[config.mk]
export PLATFORM = sky130hd
export DESIGN_NAME = des_key_schedule
export DESIGN_NICKNAME = d
export VERILOG_FILES = /design/src/rtl/des_pkg.sv /design/src/rtl/des_pc2.sv /design/src/rtl/des_key_schedule.sv
export SDC_FILE = /design/constraint.sdc
export NUM_CORES = 1
export LEC_CHECK = 0
export CAP_MARGIN = 15
export CORE_MARGIN = 5
export CORE_UTILIZATION = 56
export CTS_BUF_LIST = sky130_fd_sc_hd__clkbuf_16
export DETAILED_ROUTE_END_ITERATION = 16
export PLACE_DENSITY_LB_ADDON = 0.08
export SYNTH_ARGS = -nofsm -noshare
export SYNTH_HDL_FRONTEND = slang
export SYNTH_SLANG_ARGS = --single-unit
[constraint.sdc]
create_clock -name clk -period 4 [get_ports clk]
set_input_delay 0.6 -clock clk [delete_from_list [all_inputs] [get_ports clk]]
set_output_delay 0.6 -clock clk [all_outputs]
set_load 0.01 [all_outputs]
[src/rtl/des_pkg.sv]
// Shared DES key-schedule constants: permuted-choice tables (0-based), shift schedule,
// FSM states and small bit-manipulation helpers.
package des_pkg;

    localparam int KEY_W    = 64;
    localparam int CD_W     = 56;
    localparam int HALF_W   = 28;
    localparam int SUBKEY_W = 48;

    typedef enum logic [1:0] {
        IDLE = 2'd0,
        LOAD = 2'd1,
        GEN  = 2'd2
    } state_t;

    localparam logic [5:0] PC1_TABLE [CD_W] = '{
        6'd56, 6'd48, 6'd40, 6'd32, 6'd24, 6'd16, 6'd8,
        6'd0,  6'd57, 6'd49, 6'd41, 6'd33, 6'd25, 6'd17,
        6'd9,  6'd1,  6'd58, 6'd50, 6'd42, 6'd34, 6'd26,
        6'd18, 6'd10, 6'd2,  6'd59, 6'd51, 6'd43, 6'd35,
        6'd62, 6'd54, 6'd46, 6'd38, 6'd30, 6'd22, 6'd14,
        6'd6,  6'd61, 6'd53, 6'd45, 6'd37, 6'd29, 6'd21,
        6'd13, 6'd5,  6'd60, 6'd52, 6'd44, 6'd36, 6'd28,
        6'd20, 6'd12, 6'd4,  6'd27, 6'd19, 6'd11, 6'd3
    };

    localparam logic [5:0] PC2_TABLE [SUBKEY_W] = '{
        6'd13, 6'd16, 6'd10, 6'd23, 6'd0,  6'd4,
        6'd2,  6'd27, 6'd14, 6'd5,  6'd20, 6'd9,
        6'd22, 6'd18, 6'd11, 6'd3,  6'd25, 6'd7,
        6'd15, 6'd6,  6'd26, 6'd19, 6'd12, 6'd1,
        6'd40, 6'd51, 6'd30, 6'd36, 6'd46, 6'd54,
        6'd29, 6'd39, 6'd50, 6'd44, 6'd32, 6'd47,
        6'd43, 6'd48, 6'd38, 6'd55, 6'd33, 6'd52,
        6'd45, 6'd41, 6'd49, 6'd35, 6'd28, 6'd31
    };

    localparam logic [1:0] SHIFTS [16] = '{
        2'd1, 2'd1, 2'd2, 2'd2, 2'd2, 2'd2, 2'd2, 2'd2,
        2'd1, 2'd2, 2'd2, 2'd2, 2'd2, 2'd2, 2'd2, 2'd1
    };

    function automatic logic [CD_W-1:0] pc1(input logic [KEY_W-1:0] key);
        logic [CD_W-1:0] r;
        r = '0;
        for (int j = 0; j < CD_W; j++) begin
            r[j] = key[PC1_TABLE[j]];
        end
        return r;
    endfunction

    // Bit 0 is the leftmost FIPS bit, so a FIPS left rotation moves bits toward index 0.
    function automatic logic [HALF_W-1:0] rotl28(input logic [HALF_W-1:0] x, input logic [1:0] s);
        if (s == 2'd2) begin
            return {x[1:0], x[HALF_W-1:2]};
        end else begin
            return {x[0], x[HALF_W-1:1]};
        end
    endfunction

    function automatic logic [HALF_W-1:0] rotr28(input logic [HALF_W-1:0] x, input logic [1:0] s);
        if (s == 2'd2) begin
            return {x[HALF_W-3:0], x[HALF_W-1:HALF_W-2]};
        end else begin
            return {x[HALF_W-2:0], x[HALF_W-1]};
        end
    endfunction

    function automatic logic [CD_W-1:0] rotl56(input logic [CD_W-1:0] cd, input logic [1:0] s);
        return {rotl28(cd[CD_W-1:HALF_W], s), rotl28(cd[HALF_W-1:0], s)};
    endfunction

    function automatic logic [CD_W-1:0] rotr56(input logic [CD_W-1:0] cd, input logic [1:0] s);
        return {rotr28(cd[CD_W-1:HALF_W], s), rotr28(cd[HALF_W-1:0], s)};
    endfunction

    function automatic logic key_parity_err(input logic [KEY_W-1:0] key);
        logic bad;
        bad = 1'b0;
        for (int b = 0; b < 8; b++) begin
            bad = bad | ~(^key[8*b +: 8]);
        end
        return bad;
    endfunction

endpackage

[src/rtl/des_pc2.sv]
// Combinational PC-2 selection of a 48-bit round subkey from the 56-bit C/D state.
module des_pc2
    import des_pkg::*;
(
    input  logic [CD_W-1:0]     i_cd,
    output logic [SUBKEY_W-1:0] o_subkey
);

    // Pure bit selection through the PC-2 table.
    always_comb begin
        o_subkey = '0;
        for (int i = 0; i < SUBKEY_W; i++) begin
            o_subkey[i] = i_cd[PC2_TABLE[i]];
        end
    end

endmodule

[src/rtl/des_key_schedule.sv]
// Sequential DES key schedule: accepts a key, then streams the 16 round subkeys in
// encrypt or decrypt order over a valid/ready handshake.
module des_key_schedule
    import des_pkg::*;
#(
    parameter bit PARITY_CHECK = 1'b1,
    parameter bit PARITY_DROP  = 1'b0,
    parameter bit OUT_REG      = 1'b0
) (
    input  logic                clk,
    input  logic                rst,
    input  logic [KEY_W-1:0]    key_in,
    input  logic                decrypt,
    input  logic                key_valid,
    output logic                key_ready,
    output logic [SUBKEY_W-1:0] subkey,
    output logic [3:0]          subkey_idx,
    output logic                subkey_last,
    output logic                subkey_valid,
    input  logic                subkey_ready,
    output logic                busy,
    output logic                parity_err
);

    state_t              r_state, w_state_nxt;
    logic [CD_W-1:0]     r_cd, w_cd_nxt, w_pc1, w_pc2_in;
    logic [3:0]          r_cnt, w_cnt_nxt;
    logic                r_dec, r_perr;
    logic                w_accept, w_hs, w_key_bad, w_drop;
    logic [SUBKEY_W-1:0] w_pc2_out;

    assign w_accept  = key_valid && (r_state == IDLE);
    assign w_hs      = (r_state == GEN) && subkey_ready;
    assign w_key_bad = PARITY_CHECK && key_parity_err(key_in);
    assign w_drop    = PARITY_DROP && w_key_bad;
    assign w_pc1     = pc1(key_in);

    // Next-state, next C/D and round counter.
    always_comb begin
        w_state_nxt = r_state;
        w_cd_nxt    = r_cd;
        w_cnt_nxt   = r_cnt;
        case (r_state)
            IDLE: begin
                if (w_accept) begin
                    // Decrypt starts from C16D16, which equals C0D0.
                    w_cd_nxt  = decrypt ? w_pc1 : rotl56(w_pc1, SHIFTS[0]);
                    w_cnt_nxt = 4'd0;
                    if (w_drop) begin
                        w_state_nxt = IDLE;
                    end else begin
                        w_state_nxt = OUT_REG ? LOAD : GEN;
                    end
                end else begin
                    w_state_nxt = IDLE;
                end
            end
            LOAD: begin
                w_state_nxt = GEN;
            end
            GEN: begin
                if (w_hs) begin
                    w_cnt_nxt = r_cnt + 4'd1;
                    if (r_cnt == 4'd15) begin
                        w_state_nxt = IDLE;
                    end else begin
                        w_state_nxt = GEN;
                        w_cd_nxt    = r_dec ? rotr56(r_cd, SHIFTS[4'd15 - r_cnt])
                                            : rotl56(r_cd, SHIFTS[r_cnt + 4'd1]);
                    end
                end else begin
                    w_state_nxt = GEN;
                end
            end
            default: begin
                w_state_nxt = IDLE;
            end
        endcase
    end

    // State, C/D, counter, latched direction and parity pulse.
    always_ff @(posedge clk) begin
        if (rst) begin
            r_state <= IDLE;
            r_cd    <= '0;
            r_cnt   <= 4'd0;
            r_dec   <= 1'b0;
            r_perr  <= 1'b0;
        end else begin
            r_state <= w_state_nxt;
            r_cd    <= w_cd_nxt;
            r_cnt   <= w_cnt_nxt;
            r_perr  <= w_accept && w_key_bad;
            if (w_accept) begin
                r_dec <= decrypt;
            end
        end
    end

    des_pc2 u_pc2 (
        .i_cd     (w_pc2_in),
        .o_subkey (w_pc2_out)
    );

    generate
        if (OUT_REG) begin : g_out_reg
            logic [SUBKEY_W-1:0] r_subkey;
            // PC-2 looks at the next C/D so the register holds the subkey of the coming round.
            assign w_pc2_in = w_cd_nxt;
            assign subkey   = r_subkey;
            // Output subkey register, loaded in LOAD and on every non-final handshake.
            always_ff @(posedge clk) begin
                if (rst) begin
                    r_subkey <= '0;
                end else if ((r_state == LOAD) || (w_hs && (r_cnt != 4'd15))) begin
                    r_subkey <= w_pc2_out;
                end
            end
        end else begin : g_out_comb
            assign w_pc2_in = r_cd;
            assign subkey   = (r_state == GEN) ? w_pc2_out : '0;
        end
    endgenerate

    assign subkey_valid = (r_state == GEN);
    assign subkey_idx   = (r_state == GEN) ? (r_dec ? (4'd15 - r_cnt) : r_cnt) : 4'd0;
    assign subkey_last  = (r_state == GEN) && (r_cnt == 4'd15);
    assign key_ready    = (r_state == IDLE);
    assign busy         = (r_state != IDLE);
    assign parity_err   = r_perr;

endmodule
### Word-level counts from Yosys, hierarchy flattened

Memory sizes are Yosys's and may differ from the RTL's.
Cells that the tools add are included.

| operators by class | value |
|---|---|
| reductions and logical operators | 17 |
| equal/unequal tests | 8 |
| order comparisons | 2 |
| multipliers | 0 |
| $add $sub $neg | 2 |
| divide/modulo/power cells | 0 |
| shifts and indexed selects | 0 |
| mux-type cells | 24 |
| bitwise gates (word level) | 17 |

Operators by type and width:

| operator | count |
|---|---|
| $mux 56 | 5 |
| $mux 28 | 4 |
| $pmux 56 s2 | 1 |
| $reduce_xor 8->1 | 8 |
| $mux 48 | 1 |
| $mux 4 | 4 |
| $mux 2 | 7 |
| $ge 5x5->1 const B | 2 |
| $not 4->5 | 2 |
| $not 1->1 | 8 |
| $pmux 4 s2 | 1 |
| $or 1x1->1 | 7 |
| $eq 2x2->1 const B | 3 |
| $pmux 2 s3 | 1 |
| $add 4x1->4 const B | 1 |
| $eq 4x4->1 const B | 1 |
| $logic_and 1x1->1 | 4 |
| $ne 2x1->1 const B | 2 |
| $reduce_and 4->1 | 1 |
| $reduce_bool 2->1 | 2 |
| $sub 4x4->4 const A | 1 |
| $reduce_and 3->1 | 1 |
| $eq 2x1->1 const B | 1 |
| $logic_not 2->1 | 1 |
| $ne 2x2->1 const B | 1 |

| word-level totals | value |
|---|---|
| bits in latches | 0 |
| logic and storage cells | 77 |
| bits in writable memories | 0 |
| register bits | 64 |
| output and inout port bits | 57 |
| bits in read-only memories | 64 |
| input port bits | 69 |
| memories kept | 2 |

Memories:

| memory | words | width | read ports | clocked after memory_dff | wr ports | RTL line | text |
|---|---|---|---|---|---|---|---|
| (name not given) | 16 | 2 | 1 | 0 | 0 | des_key_schedule.sv:69 | `: rotl56(r_cd, SHIFTS[r_cnt + 4'd1]);` |
| (name not given) | 16 | 2 | 1 | 0 | 0 | des_key_schedule.sv:68 | `w_cd_nxt = r_dec ? rotr56(r_cd, SHIFTS[4'd15 - r_cnt])` |

### Depth between registers and ports, before layout

Gate-level depths: netlist of run 1.

| logic depth | value |
|---|---|
| depth in word-level cells | 11 |
| mapped depth | 12 |
| mapped depth without buffers | 7 |

### Modules after synthesis

From an unflattened synthesis of run 1, not the netlist that was laid out.

| unflattened totals | value |
|---|---|
| cells, all modules | 1031 |
| area total of the unflattened synthesis | 7963.9 um2 |

By module, submodules not included:

| module | cells each | area each (um2) | times used |
|---|---|---|---|
| des_key_schedule | 983 | 7603.5 | 1 |
| des_pc2 | 48 | 360.3 | 1 |

### Worst setup path after synthesis of run 1

Ideal clock, no wire load.

| timing | value |
|---|---|
| path type | reg2reg |
| from | register r_cnt[1] |
| to | register r_cd[26] |
| path slack | 1.410 ns |
| setup time | 0.138 ns |
| cell stages (with the launch flop) | 13 |
| arrival time | 2.452 ns |
| path through | dfxtp_1 > buf_2 > clkbuf_1 > buf_2 > inv_1 > ha_1 > or3_1 > buf_2 > buf_1 > nand4b_1 > a311oi_1 > o211ai_1 > o221ai_1 |

| on the way | value |
|---|---|
| word-level cells in the longest chain between the ends | 11 |
| elaborated cells between the ends (all ways) | 21 |
| those cells by class | add/sub: 2; eq/ne: 4; mux: 10; bitwise: 2; reduce/logical: 1; memory: 2 |

RTL lines:

| item | RTL line | text |
|---|---|---|
| start: declaration | des_key_schedule.sv:27 | `logic [3:0] r_cnt, w_cnt_nxt;` |
| start signal: assignment | des_key_schedule.sv:92 | `r_cnt <= w_cnt_nxt;` |
| $add 4x1->4 / $sub 4x4->4 (equally long branches) | des_key_schedule.sv:69, des_key_schedule.sv:68 |  |
| $not 4->5, on equally long branches | des_key_schedule.sv:69, des_key_schedule.sv:68 |  |
| $mem_v2 16x2, on equally long branches | -- |  |
| $mux 2, on equally long branches (2 in a row) | des_key_schedule.sv:69, des_key_schedule.sv:68 |  |
| $eq 2x2->1, on equally long branches | des_pkg.sv:54, des_pkg.sv:62 |  |
| $mux 28, on equally long branches | des_pkg.sv:54, des_pkg.sv:62 |  |
| $mux 56 | des_key_schedule.sv:68 |  |
| $mux 56 | des_key_schedule.sv:64 | `if (r_cnt == 4'd15) begin` |
| $mux 56 | des_key_schedule.sv:62 | `if (w_hs) begin` |
| $pmux 56 s2 | des_key_schedule.sv:43 | `case (r_state)` |
| end signal: assignment | des_key_schedule.sv:91 | `r_cd <= w_cd_nxt;` |
| end: declaration | des_key_schedule.sv:26 | `logic [CD_W-1:0] r_cd, w_cd_nxt, w_pc1, w_pc2_in;` |

Several ways; a longest one is shown, not always the timed one. The select of a mux whose other input is x is not followed.
A chain may end at the register's enable or synchronous reset.

### Final worst setup path of run 1

| timing | value |
|---|---|
| from | register r_cnt[1] |
| to | output port subkey_last |

| on the way | value |
|---|---|
| word-level cells in the longest chain between the ends | 2 |

RTL lines:

| item | RTL line | text |
|---|---|---|
| $eq 4x4->1 | des_key_schedule.sv:127 | `assign subkey_last = (r_state == GEN) && (r_cnt == 4'd15);` |
| $logic_and 1x1->1 | des_key_schedule.sv:127 |  |
| end: declaration | des_key_schedule.sv:18 | `output logic subkey_last,` |

No other way between the ends.

==> results.sh, run 1 <==
export IMPL_status="completed"
export IMPL_synth_top_family_by_area="compound AO/OA/AOI/OAI gates"
export IMPL_crit_path_end_kind="output pin"
export IMPL_synth_compound_area_share_pct=26.7
export IMPL_synth_xor_area_share_pct=7.04
export IMPL_syn_nets=1058
export IMPL_drc=0
export IMPL_worst_slew_pin_slew_ns=1.03
export IMPL_grt_pass1_wl_microns=42600
export IMPL_start_kind="flop"
export IMPL_dpl_hpwl_microns=16000
export IMPL_dieArea_sq_mm=0.0160
export IMPL_ys_flop_type="dfxtp_1"
export IMPL_wl_per_cell_microns=22.5
export IMPL_mostFrequentLayoutCells="nand2_1 (168), clkdlybuf4s50_1 (123), mux2i_1 (111), dfxtp_1 (59), xnor2_1 (58)"
export IMPL_io_buffer_count=125
export IMPL_start_util_pct=57.3
export IMPL_drtPass1Iterations=7
export IMPL_finalHoldViolations=0
export IMPL_wl_microns=26700
export IMPL_worstPathRequired_ns=3.40
export IMPL_ys_seq_area_share_pct=16.6
export IMPL_power_total_mw=2.34
export IMPL_area_growth_pct=17.5
export IMPL_vias=8603
export IMPL_syn_area_sq_mm=0.00759
export IMPL_grt_met2_usage_pct=49.9
export IMPL_gp_congestion=0.909
export IMPL_setup_tns_final_ns=0
export IMPL_syn_inst=983
export IMPL_diodes=0
export IMPL_grt_pass1_vias=8008
export IMPL_cts_hold_buf=0
export IMPL_grt_start_max_net_pins=129
export IMPL_drt_first_iter_violations=1343
export IMPL_yosys_area_share_simple_pct=25.6
export IMPL_die_h_microns=126
export IMPL_min_period_over_period_pct=71.8
export IMPL_fillCellCount=1173
export IMPL_clock_sinks=63
export IMPL_synth_fa_ha_area_share_pct=0.989
export IMPL_globalRoute_totalOverflow=0
export IMPL_crit_type="reg -> out"
export IMPL_ys_ff_latch=63
export IMPL_synth_enable_flop_cells=0
export IMPL_htree_levels=3
export IMPL_finalWorstPathRequiredPeriod_ns=2.87
export IMPL_yosysWarnings=0
export IMPL_peakVddDrop_mv=0.242
export IMPL_synth_mux_area_share_pct=14.8
export IMPL_cts_setup_buffers=0
export IMPL_slew_headroom_pct=31.2
export IMPL_fmax_ghz=0.348
export IMPL_hold_class="reg -> reg"
export IMPL_grt_total_usage_pct=31.9
export IMPL_power_density_mw_per_mm2=263
export IMPL_r2r_setup_slack_ns=1.18
export IMPL_slew_viol_final=0
export IMPL_p_leak_nw=2.69
export IMPL_async_reset_ff_share_pct=0
export IMPL_cp_arrival_ns=2.27
export IMPL_clock_latency_ns=0.35
export IMPL_core_area_sq_mm=0.0132
export IMPL_cts_tree="done"
export IMPL_antenna_left=0
export IMPL_drive_gt1_share_pct=4.55
export IMPL_cts_made_buffers=9
export IMPL_ios=126
export IMPL_grt_use_met1_pct=42.9
export IMPL_vias_per_cell=7.25
export IMPL_final_nets=1080
export IMPL_path_max_fanout=19
export IMPL_skew_ns=0.00394
export IMPL_antenna_found_initial=0
export IMPL_clkTransAtPathRegs_ns=0.06
export IMPL_cts_root_buf="clkbuf_16"
export IMPL_met3_usage_pct=6.52
export IMPL_top_usage_layer="met2"
export IMPL_finalSetupViolations=0
export IMPL_avgSynthCellArea_sq_um=7.72
export IMPL_maxCapViolCount=0
export IMPL_dieWidth_microns=126
export IMPL_cts_resized=0
export IMPL_rsz0062_at_grt="no"
export IMPL_layout_commonest_cell="nand2_1"
export IMPL_synthDistinctLibCells=47
export IMPL_rows=42
export IMPL_cts_path_max_buffers=2
-- kinds of logic after synthesis --
family / count (synthesis)
AOI/OAI and AO/OA: 242
and+or+nand+nor: 359
buffers and inverters: 140
adders and majority gates: 6
xor gates and xnor gates: 61
DFF: 63
muxes: 112
-- cells in the mapped netlist, types with 7 or more instances --
cell / n / area share (%)
a311oi_1: 55 / 6.3
o221ai_1: 55 / 6.3
buf_1: 7 / 0.35
clkbuf_1: 87 / 4.3
nand4b_1: 54 / 6.2
xnor2_1: 58 / 6.7
nor2_1: 14 / 0.69
and2_1: 47 / 3.9
buf_2: 29 / 1.9
mux2i_1: 111 / 15
nand2_1: 168 / 8.3
dfxtp_1: 63 / 17
nand4_1: 55 / 4.5
o211ai_1: 56 / 5.5
o311ai_0: 55 / 6.3
-- critical path: stages, from the launching register on --
cell and delay, ns:
dfxtp_2 0.58, ha_1 0.53, nand3_4 0.15, nor2_1 0.12
clkdlybuf4s50_1 0.54
-- final timing paths --
kind                    startpoint               endpoint  cells past startpoint
min reg2reg  r_cd[41]$_SDFFE_PP0P_  r_cd[41]$_SDFFE_PP0P_                      2
max          r_cnt[1]$_SDFFE_PP0P_            subkey_last                      4
max reg2reg  r_cnt[1]$_SDFFE_PP0P_   r_cd[1]$_SDFFE_PP0P_                      8
min          r_cd[41]$_SDFFE_PP0P_  r_cd[41]$_SDFFE_PP0P_                      2
-- layer usage --
metal / vias up / wire, microns / part of all wire [%]
li1: 3889 / - / -
met1: 4097 / 10900 / 41
met2: 531 / 12300 / 46
met3: 86 / 2530 / 9.5
met4: 0 / 973 / 3.6
met5: - / 0 / 0
-- flip-flops by register name, summed over array words and instances (netlist names) --
signal	cells
r_cd	56
r_cnt	4
r_state	1
r_dec	1
parity_err	1
-- power breakdown --
group          internal [mW]  switching (mW)  total, mW  leakage (nW)
registers              0.697           0.147      0.843         0.522
clock network          0.404           0.302      0.706         0.141
logic                  0.370           0.422      0.791          2.02
-- layout make-up --
| type | instances | area [sq um] | area share (%) |
|---|---|---|---|
| Clock inverter | 7 | 26.3 | 0.295 |
| Sequential cell | 63 | 1270 | 14.2 |
| Inverter | 6 | 22.5 | 0.253 |
| Timing Repair Buffer | 145 | 1420 | 15.9 |
| Tap cell | 176 | 220 | 2.47 |
| Multi-Input combinational cell | 780 | 5730 | 64.3 |
| Clock buffer | 9 | 225 | 2.53 |
-- metrics by stage --
step	hold WS, ns	std cells	area (sq um)	worst slack, ns	util (%)
3_5_place_dp	0.589	1170	8660	1.26	65.4
6_report	0.602	1186	8920	1.13	67.3
3_3_place_gp	0.575	1170	8660	1.26	65.4
5_1_grt	0.629	1186	8920	0.951	67.3
2_1_floorplan	0.532	983	7590	1.41	-
4_1_cts	0.597	1186	8920	1.11	67.3
Power figures use the tool's default switching activity.
==> run 2, diff against run 1 <==
==> constraint.sdc (replaced) <==
create_clock -name clk -period 2.85 [get_ports clk]
set_input_delay 0.4275 -clock clk [delete_from_list [all_inputs] [get_ports clk]]
set_output_delay 0.4275 -clock clk [all_outputs]
set_load 0.01 [all_outputs]
==> run 2 against run 1 <==
Effect of this change:
- first-iteration DRC count grew 2.0%
- core utilization grew 1.8 points
- die area is the same
- sequential power grew 39%
- power grew 52%
- routed wire length grew 2.9%
- combinational power grew 48%
- setup slack lost 0.86 ns
- final cell count grew 1.1%
- global-route usage grew 1.3 points
- largest power group is now clock
- clock skew grew 0.0044 ns
- clock-buffer cell count is the same
==> results.sh, run 2 (synthesis gave the netlist of run 1 again) <==
export IMPL_status="completed"
export IMPL_worstPathRequired_ns=2.42
export IMPL_grt_pass1_vias=8204
export IMPL_die_h_microns=126
export IMPL_place_ws_ns=0.389
export IMPL_start_kind="flop"
export IMPL_dpl_hpwl_microns=16900
export IMPL_cts_path_max_buffers=2
export IMPL_min_period_over_period_pct=90.6
export IMPL_slew_viol_final=0
export IMPL_finalWorstPathRequiredPeriod_ns=2.58
export IMPL_ios=126
export IMPL_reg2reg_depth=8
export IMPL_power_density_mw_per_mm2=388
export IMPL_grt_start_max_net_pins=73
export IMPL_fmax_ghz=0.387
export IMPL_clock_sinks=63
export IMPL_mostFrequentLayoutCells="nand2_1 (168), clkdlybuf4s50_1 (123), mux2i_1 (111), dfxtp_1 (59), xnor2_1 (58)"
export IMPL_worst_slew_pin_slew_ns=0.761
export IMPL_peakVddDrop_mv=0.353
export IMPL_cts_hold_buf=0
export IMPL_crit_type="reg -> out"
export IMPL_wl_per_cell_microns=22.9
export IMPL_largest_register_ffs=56
export IMPL_rows=42
export IMPL_reg_top3="r_cd: 56 flops, r_cnt: 4 flops"
export IMPL_skew_ns=0.00830
export IMPL_power_total_mw=3.55
export IMPL_rr_startpoint="r_cnt[0]$_SDFFE_PP0P_"
export IMPL_r2r_end="r_cd[13]$_SDFFE_PP0P_"
export IMPL_globalRoute_totalOverflow=0
export IMPL_r2r_setup_slack_ns=0.36
export IMPL_path_max_fanout=58
export IMPL_final_nets=1093
export IMPL_clkTransAtPathRegs_ns=0.06
export IMPL_grt_total_usage_pct=33.2
export IMPL_vias=8743
export IMPL_slew_headroom_pct=49.2
export IMPL_setup_tns_final_ns=0
export IMPL_finalHoldViolations=0
export IMPL_holdPathStages=2
export IMPL_gp_congestion=0.885
export IMPL_cts_tree="done"
export IMPL_rsz0062_at_grt="no"
export IMPL_wl_microns=27400
export IMPL_htree_levels=3
export IMPL_crit_path_end_kind="output pin"
export IMPL_finalSetupViolations=0
export IMPL_drtPass1Iterations=6
export IMPL_min_to="r_cd[49]$_SDFFE_PP0P_"
export IMPL_io_buffer_count=125
export IMPL_fin_ws_ns=0.267
export IMPL_p_leak_nw=2.80
export IMPL_maxCapViolCount=0
export IMPL_crit_start="r_cnt[1]$_SDFFE_PP0P_"
export IMPL_start_util_pct=57.3
export IMPL_cts_resized=0
export IMPL_cts_made_buffers=9
export IMPL_vias_per_cell=7.29
export IMPL_hold_start="rst"
export IMPL_core_area_sq_mm=0.0132
export IMPL_diodes=0
export IMPL_dieWidth_microns=126
export IMPL_antenna_left=0
export IMPL_area_growth_pct=20.6
export IMPL_grt_pass1_wl_microns=44500
export IMPL_layout_commonest_cell="nand2_1"
export IMPL_drt_first_iter_violations=1370
export IMPL_regMostFlops="r_cd"
export IMPL_dieArea_sq_mm=0.0160
export IMPL_hold_class="in -> reg"
export IMPL_clock_latency_ns=0.35
export IMPL_cts_root_buf="clkbuf_16"
export IMPL_drive_gt1_share_pct=6.16
export IMPL_antenna_found_initial=0
export IMPL_cts_setup_buffers=0
export IMPL_cp_arrival_ns=2.16
export IMPL_drc=0
run 2: changes by cell type in the layout (fill, tap and decap cells not counted):
cell	previous run	this run
clkinv_1	2	0
inv_1	10	8
buf_4	19	25
clkinv_2	0	2
buf_12	2	9
bufinv_16	0	2
run 2: worst max-delay path by stage:
stage                                        to  slack, ns  cells after the start
after global routing              subkey_idx[1]       0.17                      4
after CTS                         subkey_idx[1]       0.29                      4
after global placement    r_cd[41]$_SDFFE_PP0P_       0.45                      7
after detailed placement  r_cd[13]$_SDFFE_PP0P_       0.39                      7
after floorplan           r_cd[26]$_SDFFE_PP0P_       0.26                     12
final                             subkey_idx[1]       0.27                      4
run 2: power by group:
group          total (mW)  leakage, nW  internal, mW  switching [mW]
clock                1.22        0.163         0.754           0.466
combinational        1.17         2.12         0.541           0.625
sequential           1.17        0.522         0.977           0.188
run 2: stage by stage:
step	utilization, %	instances	cell area [sq um]	hold slack, ns
detailed placement	66.8	1183	8850	0.581
floorplan	-	983	7590	0.532
CTS	69.1	1199	9160	0.536
finish	69.1	1199	9160	0.550
global route	69.1	1199	9160	0.560
global placement	66.8	1183	8850	0.574
run 2: worst max-delay path, stage by stage, from the launching register on:
cell             delay, ns
dfxtp_2               0.41
buf_4                 0.63
xnor2_1               0.12
nor2_1                0.11
clkdlybuf4s50_1       0.54
run 2: final cells by class:
class / instances / area, sq um
Clock buffer: 9 / 225
Tap cell: 176 / 220
Timing Repair Buffer: 158 / 1600
Sequential cell: 63 / 1270
Multi-Input combinational cell: 780 / 5730
Inverter: 6 / 22.5
Clock inverter: 7 / 81.3
Fill cell: 1158 / 4090
run 2: routing by layer:
layer	vias up	GRT usage (%)	routed length [microns]
met1	4124	45.9	11200
met2	603	50.1	12200
met3	95	6.35	3040
met4	0	15.0	1080
li1	3921	-	-
met5	-	0	0
